`src/rtl/weekday_counter_display.sv`:
```
// weekday_counter_display
// Holds the current weekday (0=Mon..6=Sun) and advances it on day_tick in RUN
// mode. In SET mode the day is adjusted with inc/dec pulses and the display blinks.
// Any mode may load a day directly. The day is shown as a two-letter
// abbreviation on a 2-digit multiplexed 7-segment display.
module weekday_counter_display #(
   parameter int SCAN_DIV       = 1000,
   parameter int BLINK_DIV      = 25000000,
   parameter int START_DAY      = 0,
   parameter int SEG_ACTIVE_LOW = 0,
   parameter int AN_ACTIVE_LOW  = 1
) (
   input  logic       clk,
   input  logic       rst_n,
   input  logic       day_tick,
   input  logic       mode_btn,
   input  logic       inc_btn,
   input  logic       dec_btn,
   input  logic       load_en,
   input  logic [2:0] load_day,
   output logic [2:0] day_o,
   output logic       set_mode,
   output logic       week_wrap,
   output logic [6:0] seg,
   output logic [1:0] an
);

   localparam int SCAN_W  = (SCAN_DIV  > 2) ? $clog2(SCAN_DIV)  : 1;
   localparam int BLINK_W = (BLINK_DIV > 2) ? $clog2(BLINK_DIV) : 1;
   localparam logic [SCAN_W-1:0]  SCAN_LAST  = SCAN_W'(SCAN_DIV - 1);
   localparam logic [BLINK_W-1:0] BLINK_LAST = BLINK_W'(BLINK_DIV - 1);

   localparam logic ST_RUN = 1'b0;
   localparam logic ST_SET = 1'b1;

   // Active-high glyph codes, {A,B,C,D,E,F,G}
   localparam logic [6:0] G_M = 7'h76;
   localparam logic [6:0] G_O = 7'h7E;
   localparam logic [6:0] G_T = 7'h0F;
   localparam logic [6:0] G_U = 7'h3E;
   localparam logic [6:0] G_W = 7'h3F;
   localparam logic [6:0] G_E = 7'h4F;
   localparam logic [6:0] G_H = 7'h37;
   localparam logic [6:0] G_F = 7'h47;
   localparam logic [6:0] G_R = 7'h05;
   localparam logic [6:0] G_S = 7'h5B;
   localparam logic [6:0] G_A = 7'h77;
   localparam logic [6:0] G_BLANK = 7'h00;

   // Internal "left digit enabled" pattern; slot 0 = left, slot 1 = right
   localparam logic [1:0] AN_LEFT  = 2'b10;
   localparam logic [1:0] AN_RIGHT = 2'b01;

   logic [2:0]         day_q, day_d;
   logic               state_q, state_d;
   logic               wrap_q, wrap_d;
   logic [SCAN_W-1:0]  scan_cnt_q, scan_cnt_d;
   logic               slot_q, slot_d;
   logic [BLINK_W-1:0] blink_cnt_q, blink_cnt_d;
   logic               phase_q, phase_d;
   logic [6:0]         seg_q, seg_d;
   logic [1:0]         an_q, an_d;

   // Letter for one digit of a day's abbreviation; unused codes show blank
   function automatic logic [6:0] glyph(input logic [2:0] d, input logic right);
      logic [6:0] g;
      case (d)
         3'd0:    g = right ? G_O : G_M;
         3'd1:    g = right ? G_U : G_T;
         3'd2:    g = right ? G_E : G_W;
         3'd3:    g = right ? G_H : G_T;
         3'd4:    g = right ? G_R : G_F;
         3'd5:    g = right ? G_A : G_S;
         3'd6:    g = right ? G_U : G_S;
         default: g = G_BLANK;
      endcase
      return g;
   endfunction

   // Day / mode next state: load beats mode toggle, which beats inc/dec and tick
   always_comb begin
      day_d   = day_q;
      state_d = state_q;
      wrap_d  = 1'b0;
      if (load_en) begin
         if (load_day <= 3'd6) begin
            day_d = load_day;
         end else begin
            day_d = day_q;
         end
      end else if (mode_btn) begin
         state_d = (state_q == ST_RUN) ? ST_SET : ST_RUN;
      end else if (state_q == ST_SET) begin
         if (inc_btn && !dec_btn) begin
            day_d = (day_q == 3'd6) ? 3'd0 : day_q + 3'd1;
         end else if (dec_btn && !inc_btn) begin
            day_d = (day_q == 3'd0) ? 3'd6 : day_q - 3'd1;
         end else begin
            day_d = day_q;
         end
      end else if (day_tick) begin
         day_d  = (day_q == 3'd6) ? 3'd0 : day_q + 3'd1;
         wrap_d = (day_q == 3'd6);
      end else begin
         day_d = day_q;
      end
   end

   // Digit scan: slot flips every SCAN_DIV cycles
   always_comb begin
      if (scan_cnt_q == SCAN_LAST) begin
         scan_cnt_d = '0;
         slot_d     = ~slot_q;
      end else begin
         scan_cnt_d = scan_cnt_q + SCAN_W'(1);
         slot_d     = slot_q;
      end
   end

   // Blink phase: held at visible outside SET and restarted on every SET entry
   always_comb begin
      if ((state_d != ST_SET) || (state_q != ST_SET)) begin
         blink_cnt_d = '0;
         phase_d     = 1'b0;
      end else if (blink_cnt_q == BLINK_LAST) begin
         blink_cnt_d = '0;
         phase_d     = ~phase_q;
      end else begin
         blink_cnt_d = blink_cnt_q + BLINK_W'(1);
         phase_d     = phase_q;
      end
   end

   // Display drive built from the previous cycle's day, slot and blink phase
   always_comb begin
      if (phase_q) begin
         seg_d = G_BLANK;
      end else begin
         seg_d = glyph(day_q, slot_q);
      end
      an_d = slot_q ? AN_RIGHT : AN_LEFT;
   end

   // State registers; reset shows a blank display with the left digit enabled
   always_ff @(posedge clk or negedge rst_n) begin
      if (!rst_n) begin
         day_q       <= 3'(START_DAY);
         state_q     <= ST_RUN;
         wrap_q      <= 1'b0;
         scan_cnt_q  <= '0;
         slot_q      <= 1'b0;
         blink_cnt_q <= '0;
         phase_q     <= 1'b0;
         seg_q       <= G_BLANK;
         an_q        <= AN_LEFT;
      end else begin
         day_q       <= day_d;
         state_q     <= state_d;
         wrap_q      <= wrap_d;
         scan_cnt_q  <= scan_cnt_d;
         slot_q      <= slot_d;
         blink_cnt_q <= blink_cnt_d;
         phase_q     <= phase_d;
         seg_q       <= seg_d;
         an_q        <= an_d;
      end
   end

   assign day_o     = day_q;
   assign set_mode  = (state_q == ST_SET);
   assign week_wrap = wrap_q;
   assign seg       = (SEG_ACTIVE_LOW != 0) ? ~seg_q : seg_q;
   assign an        = (AN_ACTIVE_LOW  != 0) ? ~an_q  : an_q;

endmodule

```
`config.mk`:
```
export PLATFORM = sky130hd
export DESIGN_NAME = weekday_counter_display
export DESIGN_NICKNAME = d
export VERILOG_FILES = /design/src/rtl/weekday_counter_display.sv
export SDC_FILE = /design/constraint.sdc
export NUM_CORES = 1
export LEC_CHECK = 0
export ABC_AREA = 1
export CORE_MARGIN = 3
export CORE_UTILIZATION = 50
export DETAILED_ROUTE_END_ITERATION = 8
export DONT_BUFFER_PORTS = 1
export HOLD_SLACK_MARGIN = 0.05
export PLACE_DENSITY = 0.76
export SYNTH_ARGS = -nofsm -noshare
export SYNTH_HDL_FRONTEND = slang
export SYNTH_SLANG_ARGS = --single-unit
```
`constraint.sdc`:
```
create_clock -name clk -period 1.6 [get_ports clk]
set_clock_uncertainty 0.2 [all_clocks]
set_input_delay 0.24 -clock clk [delete_from_list [all_inputs] [get_ports clk]]
set_output_delay 0.24 -clock clk [all_outputs]
set_load 0.01 [all_outputs]
```
==> flow_summary.ini, run 1 <==
[pwr]
clockPowerShare_pct = 19.2
power_density_nw_per_um2 = 1180
p_int_uw = 2630
ir_worst_vdd_mv = 1.16
p_sw_uw = 1660
power_leakage_uw = 0.00158
seqPwrFrac_pct = 38.8
switching_share_pct = 38.7
p_comb_share_pct = 41.9

[clocking]
clock-sinks = 51
clkTransAtPathRegs_ns = 0.10
cts.path.max_buffers = 2
cts_hold_buf = 6
cts_tree = yes
root_buffer = clkbuf_8
cts_buffers = 5
h-tree-depth = 2
insertion_delay_ns = 0.32

[worst_setup_path]
critical_path.max_stage_delay_ns = 0.44
cp_common_cell = nor2_2
worstPathMaxFanout = 11
setup.worst_path.start_class = register
cpLargestDelayFamily = simple AND/OR/NAND/NOR gates
criticalPathCategory = reg2reg
arrival_ns = 1.72
crit_buf_inv = 1
crit_chain = nand2_1 > nor2_2 > nand3_2 > o21ai_4 > buf_12 > nor2_2
cp-end-kind = register
required_ns = 1.62
cp_slowest_cell = dfrtp_1

[finish]
antennaDiodeCount = 0
num-fill-cells = 427
final_area_um2 = 3630
drive_gt1_share_pct = 30.5
finalNonFillerCells = 477
finalNetCount = 425
syn2layout_area_growth_pct = 27.5
fin_util_pct = 68.5

[die]
ios = 24
core-area_um2 = 5300
dieArea_um2 = 6640
start_util_pct = 53.8
core.rowCount = 26
die_w_um = 81.5
die_h_um = 81.5

[yosys]
netlist_instances = 358
yosysTopAreaCell = dfrtp_1
synth_compound_area_share_pct = 5.22
synth_top_family_by_area = simple AND/OR/NAND/NOR gates
synth_top_cell_area_share_pct = 43.9
synthMuxAreaShare_pct = 0
synthXorXnorAreaFrac_pct = 5.53
synth.avg_cell_area_um2 = 7.96
yosysWarnings = 0
synth_fa_ha_area_share_pct = 3.95
ys.flop_type = dfrtp_1
async_flop_share_pct = 100
syn-num-nets = 377
yosysMostFrequentCell = nand2_1
synthSimpleGateAreaFrac_pct = 34.0
netlist_top_cells_area = dfrtp_1 (44%), nand2_1 (11%), nor2_1 (8.3%), inv_1 (5.5%), ha_1 (4.0%)
ys_seq_area_share_pct = 44.8
synth-edff-count = 0
yosys-top-cells-count = nand2_1 (81), nor2_1 (63), dfrtp_1 (50), inv_1 (42), nand3_1 (20)
synth.distinct_cells = 32
synth_area_um2 = 2850
ys_ff_latch = 51

[timing]
worst_slack_ns = -0.0963
whs_ns = -0.600
slew_viol_final = 0
setup_tns_ns = -1.14
fmax_mhz = 590
rsz0062_at_grt = yes
hold_viol_final = 51
fin_crit_sh_pct = 106
setup_viol = 18
tightestPinTransition_ns = 0.291
relSlewSlack_pct = 80.4
period_minus_slack_ns = 1.70

[route]
vias_per_cell = 5.19
first_iter_violations = 105
wl_per_cell_um = 13.9
drtAntennaViolNets = 0
routed_wl_um = 6640
first_pass_iters = 4
drc = 0
num_vias = 2477

[place]
dpl_cell_area_um2 = 3140
place_hpwl_um = 4390
place.gp.congestion = 0.912
preCtsSetupSlack_ns = -0.0728
port_buffers = 0
dpl.cell_count = 451

[global_routing]
grt_pass1_vias = 2304
met2_usage_pct = 34.9
use_met1_pct = 28.1
grt_pass1_wl_um = 10800
antenna_found_initial = 0
busiest_layer = met2
grtUsageMet3_pct = 4.61
grt_util_all_layers_pct = 21.2
grt_remaining_overflow = 0
grt_max_degree = 52

[job]
cap_viol_max_count = 0

[status]
status = finished with violations
violations = hold timing, setup timing

[worst_hold_path]
hold_class = in2async
-- worst reg2reg max path, delay by kind of cell (launching register included) --
| kind | cells | cell delay [ns] |
|---|---|---|
| compound gates | 1 | 0.23 |
| buf+inv | 1 | 0.17 |
| flops | 1 | 0.44 |
| simple gates | 4 | 0.57 |
-- cells by family (layout without fill, tap and decap cells) --
kind of cell	after synthesis	count (layout)
compound gates	25	25
flops	51	51
buf+inv	47	96
simple gates	208	208
xor+xnor	18	18
fa+ha+maj	9	9
-- flip-flops by register name (all words and copies together) (netlist names), 2 cells and up --
name,count
an_q,2
blink_cnt_q,25
day_o,3
scan_cnt_q,10
seg,7
-- cell type report --
| cell class | count | area, um2 | share of cell area [%] |
|---|---|---|---|
| flip-flops and latches | 51 | 1280 | 35.3 |
| well taps | 70 | 87.6 | 2.41 |
| repair buffers | 43 | 364 | 10.0 |
| clock inverters | 3 | 27.5 | 0.758 |
| multi-input cells | 260 | 1630 | 44.9 |
| inverters | 45 | 171 | 4.72 |
| clock buffers | 5 | 68.8 | 1.89 |
-- what timing repair did --
item	4_1_cts	5_1_grt
buffers inserted	3	9
endpoints found under the setup margin	25	39
gates resized for setup	12	55
endpoints found under the hold margin	56	51
pin swaps	4	17
-- layout by cell type (no fill, tap or decap), types with 3 or more instances in the layout --
cell type      synthesis  routed
inv_2                  1       6
dfrtp_2                0       4
nor3_2                 0       4
buf_6                  1       3
ha_4                   0       6
nor2_1                63      53
nand2_1               81      72
nor2_4                 4      10
nand2_2                1       9
dfrtp_1               50      46
a21oi_2                0       3
inv_1                 42      36
buf_4                  0      33
xor2_1                12      12
o21ai_1                0       4
nor3_1                11       7
a21oi_1               10       7
clkbuf_8               0       5
nand3_2                0       5
xnor2_1                6       6
nand3_1               20      15
o21ai_0               10       6
dlygate4sd3_1          0       5
nor2_2                14      18
-- power by group through the flow --
stage,combinational [uW],clock (uW),sequential (uW)
CTS,1480,835,1660
finish,1800,826,1670
detailed placement,1350,0,1680
global route,2000,902,1690
global placement,1310,0,1670
floorplan,872,0,1670
-- routing by layer --
| metal | vias to the layer above | wire length, um |
|---|---|---|
| li1 | 1215 | - |
| met3 | 7 | 295 |
| met4 | 0 | 89 |
| met5 | - | 0 |
| met1 | 1183 | 2960 |
| met2 | 72 | 3290 |
-- metrics by stage --
step	total power (uW)	hold WS, ns
floorplan	2540	-0.256
global placement	2980	-0.254
detailed placement	3040	-0.254
CTS	3970	-0.606
global route	4590	-0.631
finish	4290	-0.600
-- path summary, 6_finish.rpt --
check / start / endpoint / slack [ns] / cells after the start
setup / recovery: blink_cnt_q[18] / blink_cnt_q[16] / -0.1 / 6
hold / removal: rst_n / scan_cnt_q[9] / -0.60 / 0
setup reg to reg: blink_cnt_q[18] / blink_cnt_q[16] / -0.1 / 6
hold reg to reg: scan_cnt_q[9] / scan_cnt_q[9] / 0.33 / 2
max in group asynchronous: rst_n / an_q[1] / 1.62 / 0
min in group clk: day_tick / day_o[2] / 0.10 / 5
(Power assumes the default switching activity.)
==> run 2: changes to the inputs <==
--- a/config.mk
+++ b/config.mk
@@ -6,12 +6,15 @@
 export NUM_CORES = 1
 export LEC_CHECK = 0
 export ABC_AREA = 1
+export CELL_PAD_IN_SITES_DETAIL_PLACEMENT = 1
+export CELL_PAD_IN_SITES_GLOBAL_PLACEMENT = 1
+export CORE_ASPECT_RATIO = 0.75
 export CORE_MARGIN = 3
-export CORE_UTILIZATION = 50
+export CORE_UTILIZATION = 43
 export DETAILED_ROUTE_END_ITERATION = 8
 export DONT_BUFFER_PORTS = 1
 export HOLD_SLACK_MARGIN = 0.05
-export PLACE_DENSITY = 0.76
+export PLACE_DENSITY = 0.84
 export SYNTH_ARGS = -nofsm -noshare
 export SYNTH_HDL_FRONTEND = slang
 export SYNTH_SLANG_ARGS = --single-unit
==> run 2 against run 1 <==
Against the previous run: combinational power is 27% higher; setup slack got worse by 0.039 ns; critical path type unchanged; worst hold slack got worse by 0.0019 ns; utilization fell by 5.3 points; design area grew 10%; the flow still finishes with violations (hold timing, setup timing).
==> flow_summary.ini, run 2 (synthesized netlist as in run 1, its figures left out) <==
[worst_setup_path]
rr_endpoint = blink_cnt_q[3]
setup.worst_path.end = blink_cnt_q[3]
crit_start = blink_cnt_q[0]
cp-end-kind = register
critical_path.max_stage_delay_ns = 0.41
setup.worst_path.start_class = register
criticalPathCategory = reg2reg
cpLargestDelayFamily = flip-flops
worst_r2r_startpoint = blink_cnt_q[0]
crit_chain = ha_4 > nand3_4 > nor2_8 > nand3_4 > o21ai_4 > buf_12 > a21oi_1
path_depth = 7
r2r_cells = 7
cp_slowest_cell = dfrtp_1
required_ns = 1.61
arrival_ns = 1.74
regToRegSetupSlack_ns = -0.14
crit_buf_inv = 1
cp_common_cell = nand3_4
worstPathMaxFanout = 11

[timing]
setup_tns_ns = -2.20
slew_viol_final = 0
relSlewSlack_pct = 75.5
period_minus_slack_ns = 1.74
whs_ns = -0.602
setup_viol = 28
tightestPinTransition_ns = 0.364
fin_crit_sh_pct = 108
hold_viol_final = 51
worst_slack_ns = -0.135
fmax_mhz = 576
rsz0062_at_grt = yes

[finish]
drive_gt1_share_pct = 40.0
antennaDiodeCount = 0
syn2layout_area_growth_pct = 40.8
final_common_cell = nand2_1
finalNetCount = 453
largest_reg_flops = 25
regMostFlops = blink_cnt_q
layout.cells.most_common_list = nand2_1 (69), buf_4 (58), nor2_1 (47)

[place]
place_hpwl_um = 6060
port_buffers = 0
preCtsSetupSlack_ns = -0.187
place.gp.congestion = 0.871

[global_routing]
grt_pass1_wl_um = 14900
grt_pass1_vias = 3003
grt_remaining_overflow = 0
grt_max_degree = 52
antenna_found_initial = 0
grt_util_all_layers_pct = 24.6

[pwr]
power_leakage_uw = 0.00179
power_density_nw_per_um2 = 1200
ir_worst_vdd_mv = 1.11

[clocking]
cts_buffers = 5
clock-sinks = 51
clkTransAtPathRegs_ns = 0.11
root_buffer = clkbuf_8
cts.path.max_buffers = 2
cts_tree = yes
cts_hold_buf = 6
insertion_delay_ns = 0.32
h-tree-depth = 2

[die]
start_util_pct = 44.9
dieArea_um2 = 7650
die_h_um = 76.5
core-area_um2 = 6350
core.rowCount = 25
die_w_um = 100
ios = 24

[route]
drc = 0
drtAntennaViolNets = 0
num_vias = 2765
routed_wl_um = 10100
first_iter_violations = 93
vias_per_cell = 5.36
wl_per_cell_um = 19.6
first_pass_iters = 4

[status]
status = finished with violations
violations = hold timing, setup timing

[worst_hold_path]
hold_class = in2async

[job]
cap_viol_max_count = 0
-- run 2: what timing repair did --
action	in CTS	in global routing
endpoints found under the setup margin	33	41
hold endpoints to repair	56	51
pin swaps	18	24
buffers inserted	8	13
resized for setup	42	67
-- run 2: final cells by class --
| class | count | area, um2 |
|---|---|---|
| timing repair buffer | 71 | 594 |
| sequential | 51 | 1280 |
| multi-input combinational | 260 | 1760 |
| inverter | 45 | 176 |
| clock inverter | 3 | 25.0 |
| tap | 81 | 101 |
| fill | 749 | 2340 |
| clock buffer | 5 | 68.8 |
-- run 2: through the flow --
stage	utilization (%)	area (um2)	instances	hold slack (ns)	power, uW
finish	63.2	4010	516	-0.602	4810
global route	63.2	4010	516	-0.622	5040
CTS	57.7	3660	503	-0.599	4230
detailed placement	52.1	3310	482	-0.254	3140
global placement	52.1	3310	482	-0.254	3040
floorplan	-	2870	358	-0.256	2540
-- run 2: worst min-delay path by stage --
stage / from / endpoint / slack (ns) / depth (start not counted)
finish: rst_n / scan_cnt_q[9] / -0.60 / 0
global route: rst_n / scan_cnt_q[5] / -0.62 / 0
CTS: rst_n / scan_cnt_q[9] / -0.60 / 0
detailed placement: rst_n / scan_cnt_q[9] / -0.25 / 0
global placement: rst_n / scan_cnt_q[5] / -0.25 / 0
floorplan: rst_n / an_q[0] / -0.26 / 0
-- run 2: power breakdown --
group,switching [uW],internal [uW]
Sequential,223,1470
Clock,514,315
Combinational,1290,996
-- run 2: metal layers --
layer	global-route usage [%]	routed length [um]	up-vias
met5	0	0	-
met4	6.86	218	0
met3	3.93	339	23
met2	42.5	5320	65
met1	31.8	4230	1410
li1	-	-	1267
-- run 2: worst reg2reg max path, stage by stage, from the launching register on --
cell     delay (ns)
dfrtp_1        0.41
ha_4           0.16
nand3_4        0.11
nor2_8         0.17
nand3_4        0.12
o21ai_4        0.21
buf_12         0.19
a21oi_1        0.07
